==> config.mk <==
export PLATFORM = sky130hd
export DESIGN_NAME = sysid_stall_timer
export DESIGN_NICKNAME = d
export VERILOG_FILES = /design/src/rtl/nios_system_sysid_checker_pkg.sv /design/src/rtl/nios_system_sysid_checker_stall_timer.sv
export SDC_FILE = /design/constraint.sdc
export NUM_CORES = 1
export LEC_CHECK = 0
export CAP_MARGIN = 20
export CORE_UTILIZATION = 50
export DETAILED_ROUTE_END_ITERATION = 16
export DONT_BUFFER_PORTS = 1
export MAX_ROUTING_LAYER = met4
export PLACE_DENSITY = 0.74
export REMOVE_ABC_BUFFERS = 1
export SKIP_CTS_REPAIR_TIMING = 1
export SYNTH_ARGS = -nofsm -noshare
export SYNTH_HDL_FRONTEND = slang
export SYNTH_SLANG_ARGS = --single-unit
==> constraint.sdc <==
create_clock -name clock -period 3.4 [get_ports clock]
set_input_delay 0.68 -clock clock [delete_from_list [all_inputs] [get_ports clock]]
set_output_delay 0.68 -clock clock [all_outputs]
set_load 0.02 [all_outputs]
==> src/rtl/nios_system_sysid_checker_pkg.sv <==
// sysid_checker_pkg: shared FSM state type and constants for the sysid checker
package sysid_checker_pkg;
    typedef enum logic [1:0] {IDLE, RD_ID, RD_TS, DONE} state_t;
    localparam logic SYSID_ADDR_ID = 1'b0;
    localparam logic SYSID_ADDR_TS = 1'b1;
    localparam int unsigned STALL_CNT_W = 16;
endpackage

==> src/rtl/nios_system_sysid_checker_stall_timer.sv <==
// sysid_stall_timer: counts consecutive stalled cycles of one read phase and flags expiry
module sysid_stall_timer
    import sysid_checker_pkg::*;
#(
    parameter int unsigned LIMIT = 256
) (
    input  logic clock,
    input  logic reset_n,
    input  logic clear_i,
    input  logic inc_i,
    output logic expired_o
);
    logic [STALL_CNT_W-1:0] cnt_q, cnt_d;

    // next count: restart on phase entry, step on each stalled cycle
    always_comb cnt_d = clear_i ? '0 : inc_i ? cnt_q + 1'b1 : cnt_q;

    // stall counter register
    always_ff @(posedge clock or negedge reset_n)
        if (!reset_n) cnt_q <= '0;
        else cnt_q <= cnt_d;

    // expire on the edge that ends the LIMIT-th stalled cycle
    assign expired_o = inc_i && (cnt_q == STALL_CNT_W'(LIMIT - 1));
endmodule

==> flow_summary.json <==
{
  "critical_path_required_ns": 2.72,
  "yosysTopAreaCellShare_pct": 47.3,
  "status": "finished, final reports clean",
  "p_per_area_nw_per_um2": 370,
  "routed_wl_um": 1540,
  "ir_drop_mv": 0.219,
  "p_switching_w": 0.0000686,
  "drive_gt1_share_pct": 13.5,
  "fin_skew_ns": 0.00193,
  "numPortBuffers": 0,
  "seq_area_frac_synth_pct": 47.3,
  "largest_reg_flops": 16,
  "wl_per_cell_um": 14.6,
  "p_leak_nw": 0.365,
  "p_seq_share_pct": 59.2,
  "cts_max_path_buffers": 2,
  "arrival_ns": 1.73,
  "route.antenna.remaining_nets": 0,
  "cts_inserted_buffers": 3,
  "drtIter0Drc": 14,
  "cp_slowest_cell": "or4_1",
  "rsz0062_at_grt": "no",
  "multiInputGateArea_um2": 414,
  "hp-class": "primary input to asynchronous set/reset pin",
  "holdWs_ns": 0.0737,
  "tritoncts": "done",
  "insertion_delay_ns": 0.28,
  "cp-start-kind": "register",
  "max_clock_freq_mhz": 414,
  "dp_hpwl_um": 1080,
  "reg_top3": "cnt_q x16",
  "swShare_pct": 20.8,
  "yosys_warnings": 0,
  "drv_cap": 0,
  "yosys.cell_count.top_type": "dfrtp_1",
  "clock_sinks": 16,
  "r2r_start": "cnt_q[0]$_DFFE_PN0P_",
  "worst_slew_pin_slew_ns": 0.427,
  "gr-usage-all-layers_pct": 20.5,
  "final.setup.tns_ns": 0,
  "synth.area.top_cells": "dfrtp_1, xnor2_1, nor2_1, nand4_1, nor3_1",
  "worstPathCellList": "or4_1, nor4_1, buf_4",
  "boundaryPins": 5,
  "worstPathMaxFanout": 4,
  "total_power_w": 0.000330,
  "yosys_most_used_dff": "dfrtp_1",
  "vias_per_cell": 5.94,
  "regArea_um2": 400,
  "num_antenna_cells": 0,
  "worstSetupPathType": "register to output pin",
  "die_height_um": 43.1,
  "grt_max_degree": 21,
  "synth_edf_count": 0,
  "synth_common_cells": "dfrtp_1, nor2_1, xnor2_1",
  "combPwrFrac_pct": 2.2,
  "max-slew-margin-rel_pct": 71.6,
  "core-area_um2": 1540,
  "via_count": 624,
  "grt_pass1_wl_um": 2760,
  "ctsHtreeMaxLevel": 1,
  "finalCriticalPeriod_ns": 2.41,
  "async_reset_ff_share_pct": 100,
  "drc": 0,
  "drt-pass1-iter-count": 4,
  "setup_viol": 0,
  "grt_remaining_overflow": 0,
  "rrSetupSlack_ns": 1.81,
  "area_growth_pct": 5.62,
  "die_area_um2": 1860,
  "rows": 14,
  "place.gp.congestion": 0.745,
  "post-route-period-util_pct": 71.0,
  "final_hold_viol_count": 0,
  "postSynthAreaPerCell_um2": 9.72,
  "clk_pin_slew_worst_paths_ns": 0.10,
  "r2r_cells": 5,
  "end_kind": "output pin",
  "antenna_found_initial": 0,
  "pwr-share-clk_pct": 38.6,
  "largest-register": "cnt_q",
  "yosys.area.top_type": "dfrtp_1",
  "die_width_um": 43.1,
  "finalMaxSlewViolations": 0,
  "synth-seq-cells": 16,
  "synth.cell_area_um2": 846,
  "synthDistinctLibCells": 26,
  "finalNetCount": 95,
  "fillCellCount": 136,
  "grt_pass1_vias": 649,
  "cts-root-buf": "clkbuf_4",
  "netlist_instances": 87,
  "p_int_w": 0.000262,
  "max_stage_delay_ns": 0.53,
  "reg2reg_to": "cnt_q[14]$_DFFE_PN0P_",
  "initial_core_util_pct": 54.9
}
## cells in the final DEF (no fill, tap or decap), drive strengths merged, types with 3 or more instances in the layout
cell and instances:
dfrtp 16, inv 4, nand3 3, xnor2 8, nor2 15, clkbuf 4
nor3 5, nand2 4, nand4 5, a21oi 3, nor4 4
## cell families after synthesis
logic type / Yosys count / synth area share, %
compound gates: 8 / 7.25
xor+xnor: 10 / 10.4
fa+ha+maj: 1 / 1.48
buf+inv: 7 / 3.70
flops: 16 / 47.3
mux: 3 / 3.85
simple gates: 42 / 26.0
## worst max-delay path, delay by kind of cell, from the launching register on
| family | cells | cell delay (ns) |
|---|---|---|
| and+or+nand+nor | 2 | 0.82 |
| DFF | 1 | 0.43 |
| buffers and inverters | 1 | 0.19 |
## final cells by class
class,instances,area share [%]
clock buffers,4,4.06
inverters,4,1.68
multi-input cells,64,46.4
flip-flops and latches,16,44.8
well taps,16,2.24
repair buffers,1,0.840
## power by group through the flow
stage                     clock, W  sequential [W]  combinational, W
after global placement           0        0.000199        0.00000696
after CTS                 0.000131        0.000196        0.00000741
after global routing      0.000141        0.000196        0.00000865
after floorplan                  0        0.000199        0.00000635
after detailed placement         0        0.000199        0.00000738
final                     0.000128        0.000196        0.00000726
## per-layer routing
metal  wire [um]  vias to the layer above  GRT usage [%]
met2         744                       17           33.1
met5           0                        -              -
li1            -                      306              -
met1         698                      297           23.6
met4          23                        0           7.88
met3          69                        4           6.38
## metrics by stage
stage | cells | setup WS (ns) | area, um2 | util (%)
finish | 105 | 0.985 | 893 | 58.0
global route | 105 | 0.907 | 893 | 58.0
CTS | 105 | 0.975 | 893 | 58.0
detailed placement | 101 | 1.33 | 857 | 55.6
global placement | 101 | 1.37 | 857 | 55.6
floorplan | 84 | 1.11 | 830 | -
## worst max-delay path by stage
stage | from | to | slack (ns) | cells past startpoint
finish | cnt_q[10]$_DFFE_PN0P_ | expired_o | 0.99 | 3
global route | cnt_q[10]$_DFFE_PN0P_ | expired_o | 0.91 | 3
CTS | cnt_q[11]$_DFFE_PN0P_ | expired_o | 0.98 | 3
detailed placement | cnt_q[11]$_DFFE_PN0P_ | expired_o | 1.33 | 3
global placement | cnt_q[10]$_DFFE_PN0P_ | expired_o | 1.37 | 3
floorplan | cnt_q[10]$_DFFE_PN0P_ | expired_o | 1.11 | 2
Note: power is estimated with default switching activity, not from simulation.
